File: src/rtl/hmcad_reg_arbiter_if.sv
// Requester-side and SPI-transceiver-side signals of the HMCAD register-write arbiter.
// The arbiter connects through the slave modport; the requesters and transceiver use master.
interface hmcad_reg_arbiter_if #(
   parameter int NUM_REQ = 4
);
   logic [NUM_REQ-1:0]    req_valid;
   logic [8*NUM_REQ-1:0]  req_addr;
   logic [16*NUM_REQ-1:0] req_value;
   logic [NUM_REQ-1:0]    req_done;
   logic [NUM_REQ-1:0]    req_err;
   logic                  busy;
   logic                  shift_en;
   logic [7:0]            tx_data;
   logic                  shift_done;
   logic                  spi_cs_n;

   modport slave (
      input  req_valid,
      input  req_addr,
      input  req_value,
      input  shift_done,
      output req_done,
      output req_err,
      output busy,
      output shift_en,
      output tx_data,
      output spi_cs_n
   );

   modport master (
      output req_valid,
      output req_addr,
      output req_value,
      output shift_done,
      input  req_done,
      input  req_err,
      input  busy,
      input  shift_en,
      input  tx_data,
      input  spi_cs_n
   );
endinterface

File: src/rtl/hmcad_reg_arbiter.sv
// Round-robin arbiter that serialises 8-bit-address / 16-bit-value register writes
// from several requesters onto one byte-wide SPI transceiver driving the ADC.
module hmcad_reg_arbiter #(
   parameter int NUM_REQ = 4,
   parameter int CS_GAP  = 8,
   parameter int TIMEOUT = 4095
) (
   input  logic               clk,
   input  logic               rst,
   hmcad_reg_arbiter_if.slave bus
);
   localparam int PTR_W  = $clog2(NUM_REQ);
   localparam int WAIT_W = $clog2(TIMEOUT + 1);

   localparam logic [PTR_W-1:0]  LAST_IDX  = PTR_W'(NUM_REQ - 1);
   localparam logic [WAIT_W-1:0] WAIT_LAST = WAIT_W'(TIMEOUT - 1);
   localparam logic [7:0]        GAP_LOAD  = 8'(CS_GAP);

   typedef enum logic [2:0] {
      IDLE,
      SETUP,
      ADDR,
      HI,
      LO,
      GAP
   } state_t;

   state_t               state_reg,    state_next;
   logic [PTR_W-1:0]     rr_ptr_reg,   rr_ptr_next;
   logic [PTR_W-1:0]     grant_reg,    grant_next;
   logic [7:0]           addr_reg,     addr_next;
   logic [15:0]          value_reg,    value_next;
   logic [WAIT_W-1:0]    wait_cnt_reg, wait_cnt_next;
   logic [7:0]           gap_cnt_reg,  gap_cnt_next;
   logic                 cs_n_reg,     cs_n_next;
   logic                 shift_en_reg, shift_en_next;
   logic [7:0]           tx_data_reg,  tx_data_next;
   logic [NUM_REQ-1:0]   done_reg,     done_next;
   logic [NUM_REQ-1:0]   err_reg,      err_next;
   logic                 end_xfer;

   logic [7:0]           addr_arr  [NUM_REQ];
   logic [15:0]          value_arr [NUM_REQ];
   logic [PTR_W-1:0]     rot_idx   [NUM_REQ];
   logic [NUM_REQ-1:0]   rot_valid;
   logic [PTR_W-1:0]     sel_idx;
   logic                 any_valid;

   // Slot gi of the rotated view is requester (rr_ptr + gi) mod NUM_REQ.
   generate
      for (genvar gi = 0; gi < NUM_REQ; gi++) begin : g_req
         logic [PTR_W:0] rot_sum;

         assign addr_arr[gi]  = bus.req_addr[8*gi +: 8];
         assign value_arr[gi] = bus.req_value[16*gi +: 16];
         assign rot_sum       = {1'b0, rr_ptr_reg} + (PTR_W+1)'(gi);
         assign rot_idx[gi]   = (rot_sum >= (PTR_W+1)'(NUM_REQ))
                                ? PTR_W'(rot_sum - (PTR_W+1)'(NUM_REQ))
                                : rot_sum[PTR_W-1:0];
         assign rot_valid[gi] = bus.req_valid[rot_idx[gi]];
      end
   endgenerate

   assign any_valid = |bus.req_valid;

   always_comb begin
      sel_idx = rr_ptr_reg;
      for (int i = NUM_REQ - 1; i >= 0; i--) begin
         if (rot_valid[i]) begin
            sel_idx = rot_idx[i];
         end
      end
   end

   always_comb begin
      state_next    = state_reg;
      rr_ptr_next   = rr_ptr_reg;
      grant_next    = grant_reg;
      addr_next     = addr_reg;
      value_next    = value_reg;
      wait_cnt_next = wait_cnt_reg;
      gap_cnt_next  = gap_cnt_reg;
      cs_n_next     = cs_n_reg;
      shift_en_next = 1'b0;
      tx_data_next  = tx_data_reg;
      done_next     = '0;
      err_next      = '0;
      end_xfer      = 1'b0;

      case (state_reg)
         IDLE: begin
            if (any_valid) begin
               grant_next = sel_idx;
               addr_next  = addr_arr[sel_idx];
               value_next = value_arr[sel_idx];
               cs_n_next  = 1'b0;
               state_next = SETUP;
            end
         end

         SETUP: begin
            shift_en_next = 1'b1;
            tx_data_next  = addr_reg;
            wait_cnt_next = '0;
            state_next    = ADDR;
         end

         ADDR, HI, LO: begin
            if (bus.shift_done) begin
               wait_cnt_next = '0;
               if (state_reg == ADDR) begin
                  shift_en_next = 1'b1;
                  tx_data_next  = value_reg[15:8];
                  state_next    = HI;
               end else if (state_reg == HI) begin
                  shift_en_next = 1'b1;
                  tx_data_next  = value_reg[7:0];
                  state_next    = LO;
               end else begin
                  end_xfer             = 1'b1;
                  done_next[grant_reg] = 1'b1;
               end
            end else if (wait_cnt_reg == WAIT_LAST) begin
               // The edge that would bring the count to TIMEOUT aborts the write.
               end_xfer            = 1'b1;
               err_next[grant_reg] = 1'b1;
            end else begin
               wait_cnt_next = wait_cnt_reg + WAIT_W'(1);
            end

            if (end_xfer) begin
               cs_n_next    = 1'b1;
               rr_ptr_next  = (grant_reg == LAST_IDX) ? '0 : grant_reg + PTR_W'(1);
               gap_cnt_next = GAP_LOAD;
               // A zero gap skips GAP so chip select is high only for the IDLE cycle.
               state_next   = (CS_GAP == 0) ? IDLE : GAP;
            end
         end

         GAP: begin
            if (gap_cnt_reg <= 8'd1) begin
               state_next = IDLE;
            end else begin
               gap_cnt_next = gap_cnt_reg - 8'd1;
            end
         end

         default: begin
            state_next = IDLE;
         end
      endcase
   end

   always_ff @(posedge clk or posedge rst) begin
      if (rst) begin
         state_reg    <= IDLE;
         rr_ptr_reg   <= '0;
         grant_reg    <= '0;
         addr_reg     <= '0;
         value_reg    <= '0;
         wait_cnt_reg <= '0;
         gap_cnt_reg  <= '0;
         cs_n_reg     <= 1'b1;
         shift_en_reg <= 1'b0;
         tx_data_reg  <= '0;
         done_reg     <= '0;
         err_reg      <= '0;
      end else begin
         state_reg    <= state_next;
         rr_ptr_reg   <= rr_ptr_next;
         grant_reg    <= grant_next;
         addr_reg     <= addr_next;
         value_reg    <= value_next;
         wait_cnt_reg <= wait_cnt_next;
         gap_cnt_reg  <= gap_cnt_next;
         cs_n_reg     <= cs_n_next;
         shift_en_reg <= shift_en_next;
         tx_data_reg  <= tx_data_next;
         done_reg     <= done_next;
         err_reg      <= err_next;
      end
   end

   assign bus.req_done = done_reg;
   assign bus.req_err  = err_reg;
   assign bus.busy     = (state_reg != IDLE);
   assign bus.shift_en = shift_en_reg;
   assign bus.tx_data  = tx_data_reg;
   assign bus.spi_cs_n = cs_n_reg;
endmodule

File: src/flat_wrapper.sv
// flat-port wrapper written by rule: the top's interface ports become plain ports
module hmcad_reg_arbiter_flat 
#(
   parameter int NUM_REQ = 4,
   parameter int CS_GAP  = 8,
   parameter int TIMEOUT = 4095
)
  (clk, rst, bus_req_valid, bus_req_addr, bus_req_value, bus_shift_done, bus_req_done, bus_req_err, bus_busy, bus_shift_en, bus_tx_data, bus_spi_cs_n);
  hmcad_reg_arbiter_if #(.NUM_REQ(NUM_REQ)) bus_i ();
  input  logic clk;
  input  logic rst;
  input wire logic [$bits(bus_i.req_valid)-1:0] bus_req_valid;
  input wire logic [$bits(bus_i.req_addr)-1:0] bus_req_addr;
  input wire logic [$bits(bus_i.req_value)-1:0] bus_req_value;
  input wire logic [$bits(bus_i.shift_done)-1:0] bus_shift_done;
  output wire logic [$bits(bus_i.req_done)-1:0] bus_req_done;
  output wire logic [$bits(bus_i.req_err)-1:0] bus_req_err;
  output wire logic [$bits(bus_i.busy)-1:0] bus_busy;
  output wire logic [$bits(bus_i.shift_en)-1:0] bus_shift_en;
  output wire logic [$bits(bus_i.tx_data)-1:0] bus_tx_data;
  output wire logic [$bits(bus_i.spi_cs_n)-1:0] bus_spi_cs_n;
  assign bus_i.req_valid = bus_req_valid;
  assign bus_i.req_addr = bus_req_addr;
  assign bus_i.req_value = bus_req_value;
  assign bus_i.shift_done = bus_shift_done;
  assign bus_req_done = bus_i.req_done;
  assign bus_req_err = bus_i.req_err;
  assign bus_busy = bus_i.busy;
  assign bus_shift_en = bus_i.shift_en;
  assign bus_tx_data = bus_i.tx_data;
  assign bus_spi_cs_n = bus_i.spi_cs_n;
  hmcad_reg_arbiter #(.NUM_REQ(NUM_REQ), .CS_GAP(CS_GAP), .TIMEOUT(TIMEOUT)) u_core (.clk(clk), .rst(rst), .bus(bus_i));
endmodule
File: config.mk
export PLATFORM = sky130hd
export DESIGN_NAME = hmcad_reg_arbiter_flat
export DESIGN_NICKNAME = d
export VERILOG_FILES = /design/src/rtl/hmcad_reg_arbiter_if.sv /design/src/rtl/hmcad_reg_arbiter.sv /design/src/flat_wrapper.sv
export SDC_FILE = /design/constraint.sdc
export NUM_CORES = 1
export LEC_CHECK = 0
export CAP_MARGIN = 10
export CORE_ASPECT_RATIO = 0.5
export CORE_UTILIZATION = 40
export CTS_CLUSTER_SIZE = 8
export DETAILED_ROUTE_END_ITERATION = 12
export PLACE_DENSITY = 0.7
export SYNTH_ARGS = -nofsm -noshare
export SYNTH_HDL_FRONTEND = slang
export SYNTH_SLANG_ARGS = --single-unit
export TNS_END_PERCENT = 1
File: constraint.sdc
create_clock -name clk -period 2.8 [get_ports clk]
set_input_delay 0.84 -clock clk [delete_from_list [all_inputs] [get_ports clk]]
set_output_delay 0.84 -clock clk [all_outputs]
set_load 0.02 [all_outputs]
### After elaboration in Yosys (flattened, before gate mapping)

Cells that the tools add are included.

| cells by class | value |
|---|---|
| $add $sub $neg | 10 |
| multipliers | 0 |
| divide/modulo/power cells | 0 |
| magnitude comparators | 12 |
| eq/ne operators | 16 |
| shifts and indexed selects | 0 |
| multiplexer cells | 61 |
| bitwise logic cells | 1 |
| reductions and logical operators | 15 |

Operators with widths:

| operator | number |
|---|---|
| $mux W8 | 7 |
| $bmux W16 S2 | 1 |
| $mux W16 | 2 |
| $pmux W8 S2 | 2 |
| $mux W4 | 7 |
| $mux W12 | 2 |
| $pmux W12 S2 | 1 |
| $mux W2 | 9 |
| $mux W3 | 6 |
| $bmux W8 S2 | 1 |
| $lt A2 B3 Y1 const B | 5 |
| $mux W1 | 15 |
| $add A12 B1 Y12 const B | 1 |
| $eq A12 B12 Y1 const B | 1 |
| $ge A3 B3 Y1 const B | 4 |
| $pmux W3 S4 | 1 |
| $reduce_and A3 Y1 | 3 |
| $bmux W1 S2 | 4 |
| $le A8 B1 Y1 const B | 1 |
| $sub A2 B1 Y2 const B | 4 |
| $sub A8 B1 Y8 const B | 1 |
| $add A2 B2 Y3 const B | 2 |
| $eq A3 B2 Y1 const B | 2 |
| $eq A3 B3 Y1 const B | 2 |
| 23 further kinds | 31 |

| word-level totals | value |
|---|---|
| bits in registers | 69 |
| latch bits | 0 |
| memory bits (writable) | 0 |
| bits in read-only memories | 0 |
| bits of input ports | 103 |
| output and inout bits | 19 |
| logic and storage cells | 127 |
| memories | 0 |

### Depth between registers and ports, before layout

| depth | value |
|---|---|
| word-level depth | 13 |
| mapped depth | 8 |
| mapped depth without buffers | 7 |

### Least setup slack after synthesis

No wires, ideal clock.

| path | value |
|---|---|
| kind | input -> register |
| from | in bus_req_valid[2] |
| to | reg u_core.addr_reg[4] |
| setup time | 0.132 ns |
| arrival time | 2.125 ns |
| data required time | 2.668 ns |
| path slack | 0.543 ns |
| stages | 7 |
| buffers on the path | 2 |
| cell sequence | or4_1 -> and2_1 -> buf_2 -> buf_2 -> nand2_1 -> a2bb2oi_1 -> o211ai_1 |

| on the way | value |
|---|---|
| cells in the longest elaborated chain, start to end | 10 |
| elaborated cells between the ends (all ways) | 18 |
| classes of those cells | mux: 15; bitwise: 1; reduce/logical: 2 |

Ends and longest elaborated chain:

| what | RTL line | text |
|---|---|---|
| start: declaration | flat_wrapper.sv:12 | `input wire logic [$bits(bus_i.req_valid)-1:0] bus_req_valid;` |
| $bmux W1 S2 | hmcad_reg_arbiter.sv:60 | `assign rot_valid[gi] = bus.req_valid[rot_idx[gi]];` |
| $mux W1 (not written as such) | hmcad_reg_arbiter.sv:60 |  |
| $mux W2 (4 in series) | hmcad_reg_arbiter.sv:69 | `if (rot_valid[i]) begin` |
| $not A2 Y3 (not written as such) | hmcad_reg_arbiter.sv:94 | `addr_next = addr_arr[sel_idx];` |
| $bmux W8 S2 | hmcad_reg_arbiter.sv:94 |  |
| $mux W8 (not written as such) (2 in series) | hmcad_reg_arbiter.sv:94 |  |
| end signal: assignment | hmcad_reg_arbiter.sv:172 | `addr_reg <= addr_next;` |
| end: declaration | hmcad_reg_arbiter.sv:31 | `logic [7:0] addr_reg, addr_next;` |

Parallel ways exist; a longest one is shown, timed or not. The select of a mux whose other input is x is not followed.
A chain may end at the register's enable or synchronous reset.

### Final worst setup path

| path | value |
|---|---|
| from | reg u_core.state_reg[1] |
| to | out bus_busy |

| on the way | value |
|---|---|
| cells in the longest elaborated chain, start to end | 1 |

Ends and longest elaborated chain:

| what | RTL line | text |
|---|---|---|
| start: declaration | hmcad_reg_arbiter.sv:28 | `state_t state_reg, state_next;` |
| start signal: assignment | hmcad_reg_arbiter.sv:169 | `state_reg <= state_next;` |
| $reduce_bool A3 Y1 | hmcad_reg_arbiter.sv:186 | `assign bus.busy = (state_reg != IDLE);` |
| end: declaration | flat_wrapper.sv:18 | `output wire logic [$bits(bus_i.busy)-1:0] bus_busy;` |

No other way between the ends.

==> run metrics <==
CTS Hold Bufs=0; Clock Skew=6.74 ps; share of layout cells above drive strength 1=11.0%; IO buf count=121; initial antenna violation count=0; clock buffer depth=2; Ant. Diodes=0; Final Non-Filler Cells=698; MaxCap Viol Count=0; largest net degree at the start of global routing=25; Max Fanout on Critical Path=13; via count=3760; endpoints failing hold=0; Clock Power Share=21.6%; syn_nets=530; max-slew violations=0; Post-synth ARST share=100%; CTS tree=yes; Crit path depth=3; Min-Delay Path Class=reg -> reg; RSZ-0062 raised after global routing=no; Max VDD drop=0.000414 V; first-pass GRT wire length=19200 um; total CTS buffers=9; Reg clk slew, reported paths=50 ps; Antenna Nets Post-Route=0; Worst EP required=1960 ps; GRT Util Overall=24.3%; Core Area=0.00954 sq mm; clk_lat worst skew=330 ps; Internal Power=0.00353 W; final setup TNS=0 ps; max FFs per register=16; largest cells by area after synthesis=dfrtp_1 43%, mux2i_1 6.3%, a2bb2oi_1 5.3%, o211ai_1 4.7%, nand2_1 4.5%; sequential power share=29.7%; CTS Sinks=69; area leader, netlist=dfrtp_1; Max Clock Freq=381 MHz; WHS=497 ps; crit start category=register; DP Cell Count=682; placed cell areas=0.00553 sq mm; worst path arrival time=1780 ps; Final HPWL DP=8360 um; starting density of the core=41.6%; average size of a mapped cell=9.48 sq um; first-pass iteration count of the detailed router=4; root buf cell=clkbuf_16; synth cell count leaders=68 x dfrtp_1, 48 x nand2_1, 33 x nor2_1, 31 x nand3_1; vias per cell=5.39; Final period util=93.7%; number of synthesized flops with an enable pin=0; Design Area, Final=0.00586 sq mm; synthesized area=0.00397 sq mm; num rows=25; slowest cell on the critical path=clkdlybuf4s50_1; outcome=finished clean; nets=669; R2R cell count=5; die height=72.5 um; Synth top area share=42.8%; post-synthesis sequential area ratio=43.5%; Core Util, Final=61.4%; post-layout min period=2620 ps; sw frac=38.1%; max incr delay on CP=620 ps; Synth cell types=53; count leader, synth=dfrtp_1; pwr dens=975 mW/mm^2; Slew @ Worst Pin=783 ps; hold depth=2; layout filler cell count=813; Net Switching=0.00218 W; Starting DRT DRC Count=321; Crit Path Category=reg -> out; endpoints failing setup=0; WL final=11300 um; I/O pin count=122; CTS H-Tree Depth=3; Yosys warning count=0; Die Footprint=0.0104 sq mm; synthesized flop and latch total=69; leak pwr=2.49 nW; CP delay by family, top=buffers and inverters; CP endpoint kind=primary output; Die Wd=143 um; synthesized instance count=419; Most used DFF post-synth=dfrtp_1; Placer Congestion=0.927; Area growth, synth to finish=47.5%; drt drc=0; part of the power in combinational logic=48.7%; number of global-route vias before repair=3875; GRT overflow=0; critical-path cell list=nor3_2 -> inv_1 -> clkdlybuf4s50_1; DR WL/cell=16.2 um; Rel. slew slack=47.5%; CP Buf/Inv Count=2
-- repair_timing --
| action | 4_1_cts | 5_1_grt |
|---|---|---|
| setup buffers | 0 | 0 |
| gates resized for setup | 0 | 1 |
| endpoints found under the setup margin | 0 | 1 |
-- through the flow --
| stage | total power (W) | worst slack [ps] |
|---|---|---|
| 6_report | 0.00571 | 177 |
| 5_1_grt | 0.00609 | 55.8 |
| 3_3_place_gp | 0.00437 | 12.3 |
| 3_5_place_dp | 0.00446 | -50.7 |
| 2_1_floorplan | 0.00340 | 222 |
| 4_1_cts | 0.00573 | 110 |
-- path summary, 6_finish.rpt --
path / start / endpoint / slack, ps
setup reg to reg: u_core.state_reg[1]$_DFFE_PP0P_ / u_core.bus.tx_data[3]$_DFFE_PP0P_ / 690
setup / recovery: u_core.state_reg[1]$_DFFE_PP0P_ / bus_busy / 180
max in group asynchronous: rst / u_core.wait_cnt_reg[10]$_DFFE_PP0P_ / 1400
min in group asynchronous: rst / u_core.grant_reg[0]$_DFFE_PP0P_ / 800
hold / removal: u_core.bus.tx_data[0]$_DFFE_PP0P_ / u_core.bus.tx_data[0]$_DFFE_PP0P_ / 500
hold reg to reg: u_core.bus.tx_data[0]$_DFFE_PP0P_ / u_core.bus.tx_data[0]$_DFFE_PP0P_ / 500
-- power by group through the flow --
stage	Combinational, W	Sequential [W]	Clock, W
after detailed placement	0.00276	0.00169	0
after CTS	0.00279	0.00169	0.00126
after global routing	0.00305	0.00174	0.00130
after floorplan	0.00175	0.00166	0
after global placement	0.00268	0.00168	0
final	0.00278	0.00170	0.00123
-- worst register-to-register path: cells and delay by family, from the launching register on --
family,cells,cell delay (ps)
buf+inv,1,180
flops,1,590
simple gates,2,690
compound gates,2,550
-- area by class of cell --
class                      count  area [sq um]  area share, %
timing repair buffer         150          1520           25.9
sequential                    69          1730           29.5
clock inverter                 4          70.1           1.20
multi-input combinational    314          2070           35.3
clock buffer                  12           256           4.38
inverter                      14          52.6          0.897
tap                          135           169           2.88
-- layout by cell type, fill, tap and decap left out, drive strengths merged, types with 10 or more instances in the layout --
cell           netlist  routed
clkbuf               7      12
nor2                33      33
nand3               31      31
mux2i               25      25
dfrtp               68      68
a21oi               10      10
and3                12      12
o31ai               10      10
nand2               49      49
o21ai               18      18
a2bb2oi             24      24
buf                 15      29
clkdlybuf4s50        0     121
inv                 14      14
o211ai              26      26
-- layer usage --
metal / global-route usage (%) / vias to the layer above / wire length [um]
met3: 5.41 / 22 / 601
met1: 31.4 / 1806 / 4960
met5: 0 / - / 0
met2: 40.5 / 120 / 5570
met4: 8.36 / 0 / 189
li1: - / 1812 / -
-- logic make-up (layout without fill, tap and decap cells) --
family                     count (synthesis)  count (layout)  share of synthesized area [%]
muxes                                     29              29                           7.44
and+or+nand+nor                          158             158                           19.4
buffers and inverters                     36             180                           4.66
AOI/OAI and AO/OA                        107             107                           19.8
DFF                                       69              69                           43.5
adders and majority gates                  8               8                           2.52
xor gates and xnor gates                  12              12                           2.65
No activity file was read; power rests on OpenSTA's default activity.
